==> src/rtl/alu_src_b_stage.sv <==
// ALU source-B operand select stage with a 2-entry skid buffer and sticky select-error tracking.
// Optional macro ALU_SRC_B_SHIFT2_EN: sel code N_SRC+1 yields slot N_SRC-1 shifted left by 2.
module alu_src_b_stage #(
    parameter int unsigned      WIDTH     = 32,
    parameter int unsigned      N_SRC     = 3,
    parameter logic [WIDTH-1:0] CONST_VAL = WIDTH'(4)
) (
    input  logic                   clk,
    input  logic                   reset,
    input  logic                   in_valid,
    output logic                   in_ready,
    input  logic [2:0]             sel,
    input  logic [N_SRC*WIDTH-1:0] data_in,
    output logic                   out_valid,
    input  logic                   out_ready,
    output logic [WIDTH-1:0]       out_data,
    output logic                   sel_err,
    output logic [7:0]             err_count
);

    typedef enum logic [1:0] {
        EMPTY = 2'd0,
        ONE   = 2'd1,
        FULL  = 2'd2
    } state_t;

    state_t            state, state_nxt;
    logic [WIDTH-1:0]  main_data_p1;
    logic [WIDTH-1:0]  skid_data_p1;
    logic [WIDTH-1:0]  sel_word;
    logic              sel_oor;
    logic              vld_p1;
    logic              in_xfer, out_xfer;
    logic              main_load, main_from_skid, skid_load;

    // Returns {out_of_range, operand}; an out-of-range code yields a zero operand.
    function automatic logic [WIDTH:0] select_operand(input logic [2:0] s,
                                                      input logic [N_SRC*WIDTH-1:0] d);
        logic [WIDTH:0] r;
        r = {1'b1, {WIDTH{1'b0}}};
        if (s == 3'd0)
            r = {1'b0, d[WIDTH-1:0]};
        else if (s == 3'd1)
            r = {1'b0, CONST_VAL};
        for (int k = 1; k < int'(N_SRC); k++) begin
            if (int'(s) == k + 1)
                r = {1'b0, d[k*WIDTH +: WIDTH]};
        end
`ifdef ALU_SRC_B_SHIFT2_EN
        if (int'(s) == int'(N_SRC) + 1)
            r = {1'b0, d[(N_SRC-1)*WIDTH +: WIDTH] << 2};
`endif
        return r;
    endfunction

    function automatic logic [7:0] sat_inc8(input logic [7:0] c);
        return (c == 8'hFF) ? c : c + 8'd1;
    endfunction

    assign {sel_oor, sel_word} = select_operand(sel, data_in);

    assign vld_p1    = (state != EMPTY);
    assign out_valid = vld_p1;
    assign out_data  = main_data_p1;
    assign in_xfer   = in_valid && in_ready;
    assign out_xfer  = vld_p1 && out_ready;

    always_comb begin
        state_nxt      = state;
        main_load      = 1'b0;
        main_from_skid = 1'b0;
        skid_load      = 1'b0;
        case (state)
            EMPTY: begin
                if (in_xfer) begin
                    state_nxt = ONE;
                    main_load = 1'b1;
                end
            end
            ONE: begin
                if (in_xfer && out_xfer) begin
                    main_load = 1'b1;
                end else if (in_xfer) begin
                    state_nxt = FULL;
                    skid_load = 1'b1;
                end else if (out_xfer) begin
                    state_nxt = EMPTY;
                end
            end
            FULL: begin
                if (out_xfer) begin
                    state_nxt      = ONE;
                    main_from_skid = 1'b1;
                end
            end
            default: state_nxt = EMPTY;
        endcase
    end

    // Stage p1: operand registers; in_ready is precomputed from the next state so it stays a flop.
    always_ff @(posedge clk) begin
        if (!reset) begin
            state        <= EMPTY;
            in_ready     <= 1'b1;
            main_data_p1 <= '0;
            sel_err      <= 1'b0;
            err_count    <= 8'd0;
        end else begin
            state    <= state_nxt;
            in_ready <= (state_nxt != FULL);
            if (main_load)
                main_data_p1 <= sel_word;
            else if (main_from_skid)
                main_data_p1 <= skid_data_p1;
            if (in_xfer && sel_oor) begin
                sel_err   <= 1'b1;
                err_count <= sat_inc8(err_count);
            end
        end
    end

    always_ff @(posedge clk) begin
        if (skid_load)
            skid_data_p1 <= sel_word;
    end

endmodule

==> config.mk <==
export PLATFORM = sky130hd
export DESIGN_NAME = alu_src_b_stage
export DESIGN_NICKNAME = d
export VERILOG_FILES = /design/src/rtl/alu_src_b_stage.sv
export SDC_FILE = /design/constraint.sdc
export NUM_CORES = 1
export LEC_CHECK = 0
export ABC_AREA = 1
export BUFFER_PORTS_ARGS = -buffer_cell sky130_fd_sc_hd__buf_2
export CORE_MARGIN = 5
export CORE_UTILIZATION = 54
export DETAILED_ROUTE_END_ITERATION = 7
export GPL_TIMING_DRIVEN = 0
export PLACE_DENSITY = 0.86
export SLEW_MARGIN = 20
export SYNTH_ARGS = -nofsm -noshare
export SYNTH_HDL_FRONTEND = slang
export SYNTH_SLANG_ARGS = --single-unit
==> constraint.sdc <==
create_clock -name clk -period 4.8 [get_ports clk]
set_clock_uncertainty 0.05 [all_clocks]
set_input_delay 0.24 -clock clk [delete_from_list [all_inputs] [get_ports clk]]
set_output_delay 0.24 -clock clk [all_outputs]
set_load 0.01 [all_outputs]
==> results.json <==
{
  "cts_hold_buf": 0,
  "endpoint": "skid_data_p1[13]$_DFFE_PP_",
  "peakVddDrop_uv": 163,
  "drt-pass1-iter-count": 4,
  "syn_nets": 585,
  "end_kind": "register",
  "core_mm2": 0.00729,
  "synth_flop_cell": "dfxtp_1",
  "grt_max_degree": 12,
  "cts_htree_levels": 3,
  "fin_util_pct": 70.4,
  "cts_num_sinks": 76,
  "first_global_vias": 3722,
  "hpwl_mm": 8.19,
  "via_per_inst": 5.00,
  "synth_edf_count": 32,
  "layout-drive-gt1-share_pct": 49.0,
  "ys_warn_count": 0,
  "drc": 0,
  "postSynth.asyncResetShare_pct": 0,
  "synthMostInstantiatedCell": "nand2_1",
  "post_cts_resize_count": 0,
  "hold_path_class": "in2reg",
  "chipHeight_um": 96.9,
  "routed_wl_mm": 10.6,
  "period_needed_ns": 1.60,
  "avgSynthCellArea_um2": 8.47,
  "max_clock_freq_mhz": 625,
  "drt_iter0_markers": 127,
  "grt_pass1_wl_mm": 17.2,
  "dieArea_mm2": 0.00938,
  "critical_path.max_stage_delay_ns": 0.35,
  "die_w_um": 96.9,
  "rows": 31,
  "hold_violations": 0,
  "synth_top_area_share_pct": 23.6,
  "clk_root_buffer_cell": "clkbuf_8",
  "wl_per_cell_um": 14.2,
  "syn_inst": 481,
  "reg2reg_from": "in_ready$_SDFF_PN1_",
  "cp-startpoint": "in_ready$_SDFF_PN1_",
  "synth.distinct_cells": 33,
  "start_util_pct": 55.9,
  "cpMostUsedCell": "buf_4",
  "seq_area_frac_synth_pct": 45.2,
  "cts.clk_slew.worst_paths_ns": 0.07,
  "slowest_stage": "dfxtp_1",
  "nets": 745,
  "slew_headroom_pct": 62.3,
  "leakage_nw": 2.45,
  "rsz0062_at_grt": "false",
  "r2r_slack_ns": 3.20,
  "cts_tree": "done",
  "vias": 3723,
  "yosys.area.top_type": "edfxtp_1",
  "netlist_top_cells_area": "edfxtp_1 (24%), dfxtp_1 (22%), nand2_1 (12%)",
  "worst_pin_slew_ns": 0.565,
  "fin_crit_sh_pct": 33.3,
  "diodes": 0,
  "worstReg2RegEnd": "skid_data_p1[13]$_DFFE_PP_",
  "cp_cell_sequence": "nand2_1, nor3_2, buf_4, buf_4",
  "port_buffers": 145,
  "grtUsageTotal_pct": 22.4,
  "crit_type": "reg2reg",
  "clock_path_buffers": 2,
  "grt.overflow.total": 0,
  "syn_to_final_growth_pct": 26.1,
  "syn_area_mm2": 0.00407,
  "p_total_w": 0.00147,
  "antenna_found_initial": 0,
  "place_congestion": 0.772,
  "startpoint_type": "register",
  "worstPathRequired_ns": 4.79,
  "path_max_fanout": 10,
  "arrival_ns": 1.59,
  "ys_ff_latch": 76,
  "finalSetupTns_ns": 0,
  "postCtsSetupBuffers": 0,
  "numCtsBuffers": 9,
  "synth_commonest_cells": "nand2_1 (129), nor2_2 (62), nor2_1 (52), dfxtp_1 (44), nand2_2 (33)",
  "ioPinCount": 146,
  "worstRegToRegCells": 4,
  "worst_skew_pair.late_latency_ns": 0.33,
  "nFillCells": 589,
  "ant_nets": 0,
  "maxCapViolCount": 0,
  "p_per_area_mw_per_mm2": 287,
  "finalSetupViolCount": 0,
  "slew_viol_final": 0,
  "status": "completed"
}
-- placed cells by master, fill, tap and decap left out, types with 2 or more instances in the layout --
master / count
inv_2: 4
nor3_2: 2
nor2_2: 62
edfxtp_1: 32
a21oi_1: 6
buf_12: 3
o21ai_0: 10
xor2_1: 2
clkbuf_8: 10
nand3_1: 18
buf_4: 5
buf_1: 2
o21ai_1: 11
nand2_2: 33
clkbuf_1: 5
dfxtp_1: 44
nand4_1: 3
buf_6: 8
nor2_1: 52
buf_2: 150
nand2_1: 129
inv_1: 9
nand3_2: 32
-- worst max-delay path: cells and delay by family (launching register included) --
kind	cells	cell delay (ns)
and+or+nand+nor	2	0.46
DFF	1	0.35
buffers and inverters	2	0.46
-- final cells by class --
class / instances / area, µm² / share of cell area [%]
flip-flops and latches: 76 / 1840 / 35.9
clock inverters: 3 / 38.8 / 0.755
clock buffers: 12 / 135 / 2.63
inverters: 13 / 48.8 / 0.950
multi-input cells: 369 / 1970 / 38.3
plain buffers: 23 / 223 / 4.34
repair buffers: 149 / 759 / 14.8
well taps: 99 / 124 / 2.41
-- power by group --
group | internal (W) | switching [W]
clock | 0.000236 | 0.000216
combinational | 0.000130 | 0.000165
sequential | 0.000711 | 0.0000167
-- sequential cells by signal (all words and copies together) (netlist names) --
register,count
err_count,8
in_ready,1
sel_err,1
out_data,32
skid_data_p1,32
state,2
-- routing by layer --
layer	vias up	track usage, %	routed length (µm)
li1	1863	-	-
met1	1701	27.0	4290
met2	149	38.7	5370
met3	10	5.90	752
met4	0	7.24	156
met5	-	0	0
-- worst min path at each step --
stage	startpoint	to	slack [ns]	depth (start not counted)
after floorplan	out_ready	in_ready$_SDFF_PN1_	0.34	2
after global placement	sel_err$_SDFFE_PN0P_	sel_err$_SDFFE_PN0P_	0.39	1
after detailed placement	sel_err$_SDFFE_PN0P_	sel_err$_SDFFE_PN0P_	0.40	1
after CTS	data_in[38]	skid_data_p1[6]$_DFFE_PP_	0.14	3
after global routing	data_in[41]	skid_data_p1[9]$_DFFE_PP_	0.14	3
final	data_in[38]	skid_data_p1[6]$_DFFE_PP_	0.15	3
-- cell families after synthesis --
| group | synth area share, % |
|---|---|
| and+or+nand+nor | 43.5 |
| AOI/OAI and AO/OA | 3.72 |
| DFF | 45.2 |
| xor gates and xnor gates | 0.645 |
| buffers and inverters | 6.66 |
| adders and majority gates | 0.307 |
-- stage by stage --
step                setup slack [ns]  hold slack (ns)  instances  area (µm²)
CTS                             3.21            0.144        744        5140
finish                          3.20            0.152        744        5140
floorplan                       1.54            0.342        481        4070
detailed placement              3.22            0.403        729        4960
global placement               0.400            0.393        725        4920
global route                    3.10            0.137        744        5140
Power figures use the tool's default switching activity.
